==> src/rtl/fish_scheduler.sv <==
// fish_scheduler
//   Move-tick generator, pseudo-random spawner and four-slot fish tracker for
//   a fishing game. Each slot owns a small FSM (IDLE / SWIM / HOOKED) plus a
//   direction, an x position and a y position.
//
// Ports
//   clk            system clock, all state on the rising edge
//   rst            asynchronous active-low reset
//   enable         game running; gates tick generation (and so motion/spawn)
//   hook_req       request to hook slot hook_slot, sampled every cycle
//   hook_slot      target slot 0..3
//   reel_done      hooked fish delivered; frees the HOOKED slot
//   tick           one-cycle move-tick pulse (combinational from counter)
//   hook_ack       one-cycle pulse, the cycle after an accepted hook_req
//   hook_nack      one-cycle pulse, the cycle after a rejected hook_req
//   appear         bit i set while slot i is not IDLE
//   way            2 bits per slot: 0 left, 1 right, 2 up (hooked)
//   fish_x         10 bits per slot
//   fish_y         9 bits per slot
//   slot_state_dbg 2 bits per slot, raw slot FSM state
//
// Hook handshake: every cycle with hook_req=1 is one request, judged against
// the state registered at the start of that cycle; exactly one of
// hook_ack / hook_nack pulses in the following cycle. A held request is
// therefore re-judged each cycle (the second cycle of a held accepted request
// sees the slot already HOOKED and is nacked).
module fish_scheduler #(
    parameter int TICK_MAX  = 2500000,
    parameter int SPAWN_GAP = 40,
    parameter int X_MAX     = 640
) (
    input  logic        clk,
    input  logic        rst,
    input  logic        enable,
    input  logic        hook_req,
    input  logic [1:0]  hook_slot,
    input  logic        reel_done,
    output logic        tick,
    output logic        hook_ack,
    output logic        hook_nack,
    output logic [3:0]  appear,
    output logic [7:0]  way,
    output logic [39:0] fish_x,
    output logic [35:0] fish_y,
    output logic [7:0]  slot_state_dbg
);

    typedef enum logic [1:0] {
        S_IDLE   = 2'd0,
        S_SWIM   = 2'd1,
        S_HOOKED = 2'd2
    } slot_state_e;

    localparam logic [23:0] TICK_LAST = 24'(TICK_MAX);
    localparam logic [5:0]  GAP_LAST  = 6'(SPAWN_GAP - 1);
    localparam logic [9:0]  X_LAST    = 10'(X_MAX - 1);

    logic [23:0] cnt_q, cnt_d;
    logic [5:0]  gap_q, gap_d;
    logic [15:0] lfsr_q, lfsr_d;
    logic        ack_q, ack_d;
    logic        nack_q, nack_d;
    slot_state_e state_q [4];
    slot_state_e state_d [4];
    logic [1:0]  way_q [4];
    logic [1:0]  way_d [4];
    logic [9:0]  x_q [4];
    logic [9:0]  x_d [4];
    logic [8:0]  y_q [4];
    logic [8:0]  y_d [4];

    logic       any_hooked;
    logic       hook_ok;
    logic       have_idle;
    logic [1:0] idle_idx;
    logic       spawn;

    assign tick = enable && (cnt_q == TICK_LAST);

    always_comb begin
        cnt_d  = cnt_q;
        gap_d  = gap_q;
        lfsr_d = {lfsr_q[14:0], lfsr_q[15] ^ lfsr_q[13] ^ lfsr_q[12] ^ lfsr_q[10]};
        any_hooked = 1'b0;
        have_idle  = 1'b0;
        idle_idx   = 2'd0;
        spawn      = 1'b0;

        if (enable) begin
            cnt_d = tick ? 24'd0 : cnt_q + 24'd1;
        end

        // Scan downwards so the lowest-index IDLE slot is the one left in idle_idx.
        for (int i = 3; i >= 0; i--) begin
            if (state_q[i] == S_HOOKED) begin
                any_hooked = 1'b1;
            end
            if (state_q[i] == S_IDLE) begin
                have_idle = 1'b1;
                idle_idx  = 2'(i);
            end
        end

        hook_ok = hook_req && (state_q[hook_slot] == S_SWIM) && !any_hooked;
        ack_d   = hook_ok;
        nack_d  = hook_req && !hook_ok;

        // At the last gap value the counter parks until a slot is free; the
        // candidate set is the pre-cycle IDLE set, so a slot freed this cycle
        // waits for a later tick.
        if (tick) begin
            if (gap_q == GAP_LAST) begin
                if (have_idle) begin
                    spawn = 1'b1;
                    gap_d = 6'd0;
                end
            end else begin
                gap_d = gap_q + 6'd1;
            end
        end

        for (int i = 0; i < 4; i++) begin
            state_d[i] = state_q[i];
            way_d[i]   = way_q[i];
            x_d[i]     = x_q[i];
            y_d[i]     = y_q[i];
            case (state_q[i])
                S_IDLE: begin
                    if (spawn && (idle_idx == 2'(i))) begin
                        state_d[i] = S_SWIM;
                        way_d[i]   = {1'b0, lfsr_q[0]};
                        x_d[i]     = lfsr_q[0] ? 10'd0 : X_LAST;
                        y_d[i]     = 9'd64 + {1'b0, lfsr_q[8:1]};
                    end
                end
                S_SWIM: begin
                    // An accepted hook beats the tick: no step, no edge exit.
                    if (hook_ok && (hook_slot == 2'(i))) begin
                        state_d[i] = S_HOOKED;
                        way_d[i]   = 2'd2;
                    end else if (tick) begin
                        if (way_q[i] == 2'd1) begin
                            if (x_q[i] == X_LAST) state_d[i] = S_IDLE;
                            else                  x_d[i] = x_q[i] + 10'd1;
                        end else begin
                            if (x_q[i] == 10'd0) state_d[i] = S_IDLE;
                            else                 x_d[i] = x_q[i] - 10'd1;
                        end
                    end
                end
                S_HOOKED: begin
                    if (reel_done) begin
                        state_d[i] = S_IDLE;
                    end else if (tick && (y_q[i] != 9'd0)) begin
                        y_d[i] = y_q[i] - 9'd1;
                    end
                end
                default: state_d[i] = S_IDLE;
            endcase
        end
    end

    always_ff @(posedge clk or negedge rst) begin
        if (!rst) begin
            cnt_q  <= 24'd0;
            gap_q  <= 6'd0;
            lfsr_q <= 16'hACE1;
            ack_q  <= 1'b0;
            nack_q <= 1'b0;
            for (int i = 0; i < 4; i++) begin
                state_q[i] <= S_IDLE;
                way_q[i]   <= 2'd0;
                x_q[i]     <= 10'd0;
                y_q[i]     <= 9'd0;
            end
        end else begin
            cnt_q  <= cnt_d;
            gap_q  <= gap_d;
            lfsr_q <= lfsr_d;
            ack_q  <= ack_d;
            nack_q <= nack_d;
            for (int i = 0; i < 4; i++) begin
                state_q[i] <= state_d[i];
                way_q[i]   <= way_d[i];
                x_q[i]     <= x_d[i];
                y_q[i]     <= y_d[i];
            end
        end
    end

    always_comb begin
        appear         = '0;
        way            = '0;
        fish_x         = '0;
        fish_y         = '0;
        slot_state_dbg = '0;
        for (int i = 0; i < 4; i++) begin
            appear[i]                 = (state_q[i] != S_IDLE);
            way[2*i +: 2]             = way_q[i];
            fish_x[10*i +: 10]        = x_q[i];
            fish_y[9*i +: 9]          = y_q[i];
            slot_state_dbg[2*i +: 2]  = state_q[i];
        end
    end

    assign hook_ack  = ack_q;
    assign hook_nack = nack_q;

endmodule
==> config.mk <==
export PLATFORM = sky130hd
export DESIGN_NAME = fish_scheduler
export DESIGN_NICKNAME = d
export VERILOG_FILES = /design/src/rtl/fish_scheduler.sv
export SDC_FILE = /design/constraint.sdc
export NUM_CORES = 1
export LEC_CHECK = 0
export ABC_AREA = 1
export CAP_MARGIN = 20
export CORE_MARGIN = 4
export CORE_UTILIZATION = 58
export CTS_CLUSTER_DIAMETER = 30
export DETAILED_ROUTE_END_ITERATION = 12
export MAX_ROUTING_LAYER = met4
export PLACE_DENSITY = 0.81
export SETUP_SLACK_MARGIN = 0.4
export SYNTH_ARGS = -nofsm -noshare
export SYNTH_HDL_FRONTEND = slang
export SYNTH_SLANG_ARGS = --single-unit
==> constraint.sdc <==
create_clock -name clk -period 2.3 [get_ports clk]
set_input_delay 0.575 -clock clk [delete_from_list [all_inputs] [get_ports clk]]
set_output_delay 0.575 -clock clk [all_outputs]
set_load 0.05 [all_outputs]
==> results of run 1 <==
[through the flow]
step | std cells | hold WS, ns
finish | 1914 | 0.105
global route | 1914 | 0.144
CTS | 1891 | 0.113
detailed placement | 1825 | 0.349
global placement | 1825 | 0.337
floorplan | 1458 | 0.279
[power breakdown]
part           internal, µW  total (µW)  switching, µW
logic                  1810        5440           3630
clock network          1550        2670           1120
registers              2880        3460            578
total                  6230       11600           5330
[final cells by class]
type / instances / area, µm²
Tap cell: 220 / 275
Multi-Input combinational cell: 1115 / 6300
Antenna cell: 2 / 5.00
Timing Repair Buffer: 219 / 2100
Fill cell: 1145 / 3120
Sequential cell: 140 / 3550
Clock inverter: 13 / 116
Clock buffer: 19 / 453
Inverter: 186 / 722
[cell usage after synthesis (all sizes together) (4+ instances only)]
| cell type | number |
|---|---|
| a21oi | 36 |
| xor2 | 27 |
| o22ai | 9 |
| inv | 184 |
| buf | 12 |
| ha | 40 |
| fa | 4 |
| nand2 | 524 |
| o21ai | 86 |
| clkbuf | 9 |
| nor2 | 185 |
| dfrtp | 132 |
| nand4 | 23 |
| xnor2 | 8 |
| o21bai | 10 |
| nor3 | 21 |
| nand3b | 10 |
| dfstp | 8 |
| or2 | 4 |
| nand3 | 108 |
[critical path, stage by stage, from the launching register on]
cell and delay, ns:
dfrtp_1 0.41, inv_2 0.09, ha_4 0.13, inv_2 0.04, nor2_4 0.10, nand2_2 0.07, nor2_4 0.14, buf_4 0.13
nand2_2 0.06, nor2_4 0.11, buf_12 0.12, buf_12 0.12
[cell families after synthesis]
kind of cell | share of synthesized area, %
compound gates | 8.83
xor+xnor | 3.11
fa+ha+maj | 5.88
buf+inv | 8.50
flops | 35.6
mux | 0.101
simple gates | 38.0
[metal layers]
layer  GRT usage [%]  routed length [µm]
met1            40.8               12900
met2            46.2               14500
met3            7.91                2280
met4            9.31                 813
met5               -                   0
[sequential cells by signal, summed over array words and instances, names as in the netlist]
register / count
fish_x: 40
lfsr_q: 16
fish_y: 36
gap_q: 6
hook_ack: 1
cnt_q: 24
way: 8
slot_state_dbg: 8
hook_nack: 1
[path summary, 6_finish.rpt]
check                             endpoint  slack (ns)       start
min in group clk                lfsr_q[15]        0.36  lfsr_q[14]
worst max register to register  fish_y[34]       -0.18    cnt_q[0]
worst min-delay path              cnt_q[3]        0.10         rst
worst max-delay path                  tick       -0.24    cnt_q[0]
worst min register to register  lfsr_q[15]        0.36  lfsr_q[14]
max in group asynchronous        fish_x[1]        1.55         rst
[repair_timing]
action,CTS,global route
endpoints found under the setup margin,178,122
buffers inserted,30,20
resized for setup,324,176
gates cloned,4,1
pin swaps,28,62
==> flow_summary.json, run 1 <==
{
  "run_status": "finished with violations",
  "failed_checks": "setup timing",
  "finClkSkew_ns": 0.0109,
  "avgSynthCellArea_um2": 6.77,
  "cts_root_buffer": "clkbuf_16",
  "yosys-top-cells-area": "dfrtp_1, nand2_1, inv_1, nor2_1, nand3_1",
  "yosys_most_used_dff": "dfrtp_1",
  "fp.dieW_um": 138,
  "gp_congestion": 0.936,
  "start_util_pct": 59.3,
  "fmax_ghz": 0.394,
  "postCtsHoldBufs": 0,
  "rsz0062_at_grt": "true",
  "required_ns": 1.73,
  "yosys_warnings": 0,
  "cts_made_buffers": 17,
  "path_max_fanout": 2,
  "grt_pass1_vias": 9781,
  "period_needed_ns": 2.54,
  "yosys.area.top_type": "dfrtp_1",
  "clk_pin_slew_ns": 0.06,
  "final_nets": 1730,
  "antenna_found_initial": 2,
  "wl_per_cell_um": 15.9,
  "row_count": 47,
  "die_h_um": 138,
  "route.detailed.drc": 0,
  "design_area_um2": 13500,
  "core_area_um2": 16600,
  "grt_max_degree": 52,
  "max_cap_viol_count": 0,
  "setup_violations": 52,
  "grt-ovfl-total": 0,
  "place_hpwl_um": 20100,
  "drive_above_1_share_pct": 27.8,
  "h-tree-depth": 4,
  "power_uw": 11600,
  "relSlewSlack_pct": 62.8,
  "syn2layout_area_growth_pct": 37.1,
  "synth_nets": 1509,
  "synth_cells": 1458,
  "drt_iter0_markers": 792,
  "fin_crit_sh_pct": 110,
  "ys_ff_latch": 140,
  "dieArea_um2": 19200,
  "cts_buffer_depth": 2,
  "start_kind": "flop",
  "track_usage_pct": 30.6,
  "drtAntennaViolNets": 0,
  "synth.distinct_cells": 44,
  "syn_area_um2": 9870,
  "grt_pass1_wl_um": 47600,
  "drt_pass1_iterations": 5,
  "drv_slew": 0,
  "routed_wl_um": 30500,
  "final_util_pct": 81.3,
  "viasPerCell": 5.54,
  "synth_top_area_share_pct": 33.5,
  "synth_edf_count": 0,
  "pre_cts_ws_ns": -0.187,
  "ioPinCount": 106,
  "hold_class": "input pin to asynchronous set/reset pin",
  "peakVddDrop_v": 0.00103,
  "layout_common_cells": "nand2_1, inv_1, nor2_1",
  "cts_tree": "yes",
  "worst-r2r-cell-count": 21,
  "num_vias": 10600,
  "tightestPinTransition_ns": 0.556,
  "async_flop_share_pct": 100,
  "p_leak_uw": 0.00665,
  "yosysSeqAreaShare_pct": 35.6,
  "cp_data_arrival_time_ns": 1.96,
  "clkLatencyLatePin_ns": 0.43,
  "hold_viol": 0,
  "clock_sinks": 140,
  "mostFrequentLayoutCell": "nand2_1",
  "worst_setup_path_end_kind": "primary output",
  "p_per_area_nw_per_um2": 855,
  "setup_ws_ns": -0.240,
  "finalSetupTns_ns": -5.09,
  "port_buffers": 105,
  "placed_area_um2": 11700,
  "criticalPathCategory": "flop to primary output"
}
Note: power is estimated with default switching activity, not from simulation.
==> run 2: changes to the inputs <==
--- a/config.mk
+++ b/config.mk
@@ -14,6 +14,7 @@
 export MAX_ROUTING_LAYER = met4
 export PLACE_DENSITY = 0.81
 export SETUP_SLACK_MARGIN = 0.4
+export SKIP_CTS_REPAIR_TIMING = 1
 export SYNTH_ARGS = -nofsm -noshare
 export SYNTH_HDL_FRONTEND = slang
 export SYNTH_SLANG_ARGS = --single-unit
==> constraint.sdc (replaced) <==
create_clock -name clk -period 2.9 [get_ports clk]
set_input_delay 0.725 -clock clk [delete_from_list [all_inputs] [get_ports clk]]
set_output_delay 0.725 -clock clk [all_outputs]
set_load 0.05 [all_outputs]
==> flow_summary.json, run 2 (synthesis gave the netlist of run 1 again) <==
{
  "crit_chain": "clkdlybuf4s50_1, nand2_1, inv_2, nand2_1, nor2_4, inv_1, nor2_4, buf_12",
  "wl_per_cell_um": 14.2,
  "worst-r2r-cell-count": 14,
  "clkLatencyLatePin_ns": 0.43,
  "start_kind": "input pin",
  "place_hpwl_um": 19400,
  "grt_max_degree": 66,
  "route.detailed.drc": 0,
  "run_status": "completed",
  "clock_sinks": 140,
  "start_util_pct": 59.3,
  "required_ns": 2.17,
  "h-tree-depth": 4,
  "hold_class": "input pin to asynchronous set/reset pin",
  "dieArea_um2": 19200,
  "drt_pass1_iterations": 5,
  "layoutNonFillerInstCount": 1821,
  "die_h_um": 138,
  "cts_tree": "yes",
  "cts_made_buffers": 17,
  "period_needed_ns": 2.74,
  "final_util_pct": 71.5,
  "drive_above_1_share_pct": 8.26,
  "peakVddDrop_v": 0.000693,
  "max_cap_viol_count": 0,
  "drtAntennaViolNets": 0,
  "rsz0062_at_grt": "true",
  "rr_endpoint": "fish_y[0]",
  "mostFrequentLayoutCell": "nand2_1",
  "cts_root_buffer": "clkbuf_16",
  "reg2reg_from": "cnt_q[0]",
  "final_nets": 1637,
  "port_buffers": 105,
  "fin_crit_sh_pct": 94.6,
  "ioPinCount": 106,
  "viasPerCell": 5.31,
  "cp_data_arrival_time_ns": 2.02,
  "critPathCapture": "tick",
  "criticalPathCategory": "input pin to primary output",
  "cts_buffer_depth": 2,
  "slowest_stage": "clkdlybuf4s50_1",
  "syn2layout_area_growth_pct": 20.6,
  "fp.dieW_um": 138,
  "path_max_fanout": 3,
  "tightestPinTransition_ns": 0.627,
  "hold_viol": 0,
  "finalSetupTns_ns": 0,
  "fmax_ghz": 0.365,
  "p_per_area_nw_per_um2": 711,
  "grt-ovfl-total": 0,
  "antenna_found_initial": 2,
  "crit_start": "enable",
  "routed_wl_um": 25800,
  "setup_ws_ns": 0.157,
  "relSlewSlack_pct": 58.2,
  "finClkSkew_ns": 0.00663,
  "placedCellCount": 1786,
  "r2r_slack_ns": 0.55,
  "max_stage_delay_ns": 0.53,
  "largest_reg_flops": 40,
  "gp_congestion": 0.965,
  "track_usage_pct": 27.6,
  "power_uw": 8450,
  "num_vias": 9678,
  "drt_iter0_markers": 631,
  "layout_common_cells": "nand2_1, inv_1, nor2_1",
  "row_count": 47,
  "worst_setup_path_end_kind": "primary output",
  "grt_pass1_wl_um": 43100,
  "core_area_um2": 16600,
  "fill_cells": 1361,
  "setup_violations": 0,
  "pre_cts_ws_ns": 0.125,
  "grt_pass1_vias": 8875,
  "drv_slew": 0,
  "clk_pin_slew_ns": 0.06,
  "p_leak_uw": 0.00634
}
## run 2: report_power, final
part           internal [µW]  switching, µW  leakage (µW)  total, µW
Clock                   1140            876      0.000271       2020
Combinational           1210           2530       0.00431       3740
Sequential              2270            423       0.00176       2690
## run 2: final cells by class
cell class	count	area, µm²	area share (%)
clock buffers	20	457	3.84
multi-input cells	1111	5520	46.4
repair buffers	130	1330	11.2
clock inverters	12	88.8	0.747
diodes	2	5.00	0.0421
inverters	186	701	5.89
flip-flops and latches	140	3510	29.5
well taps	220	275	2.31
## run 2: critical path: cells and delay by family
family | cells | cell delay [ns]
AND/OR/NAND/NOR | 4 | 0.45
buffers and inverters | 4 | 0.84
## run 2: through the flow
stage,hold slack [ns],area [µm²]
2_1_floorplan,0.333,9870
3_3_place_gp,0.340,11300
3_5_place_dp,0.345,11300
4_1_cts,0.309,11800
5_1_grt,0.330,11900
6_report,0.281,11900
## run 2: per-layer routing
layer / vias up / part of all wire, % / track usage, %
met1: 4404 / 45 / 37.1
met5: - / 0 / -
li1: 4886 / - / -
met4: 0 / 1.8 / 7.96
met2: 347 / 46 / 42.7
met3: 41 / 7.6 / 5.84
## run 2: worst min-delay path by stage
stage	endpoint	slack [ns]	cells past startpoint
finish	fish_x[15]	0.28	1
global route	cnt_q[14]	0.33	1
CTS	cnt_q[2]	0.31	1
global placement	lfsr_q[15]	0.34	0
detailed placement	lfsr_q[10]	0.35	0
floorplan	lfsr_q[10]	0.33	0
==> run 3: changes to the inputs <==
--- a/config.mk
+++ b/config.mk
@@ -6,6 +6,7 @@
 export NUM_CORES = 1
 export LEC_CHECK = 0
 export ABC_AREA = 1
+export ABC_CLOCK_PERIOD_IN_PS = 2900
 export CAP_MARGIN = 20
 export CORE_MARGIN = 4
 export CORE_UTILIZATION = 58
==> results of run 3 <==
No change in the layout: final DEF, timing and power equal those of run 2.
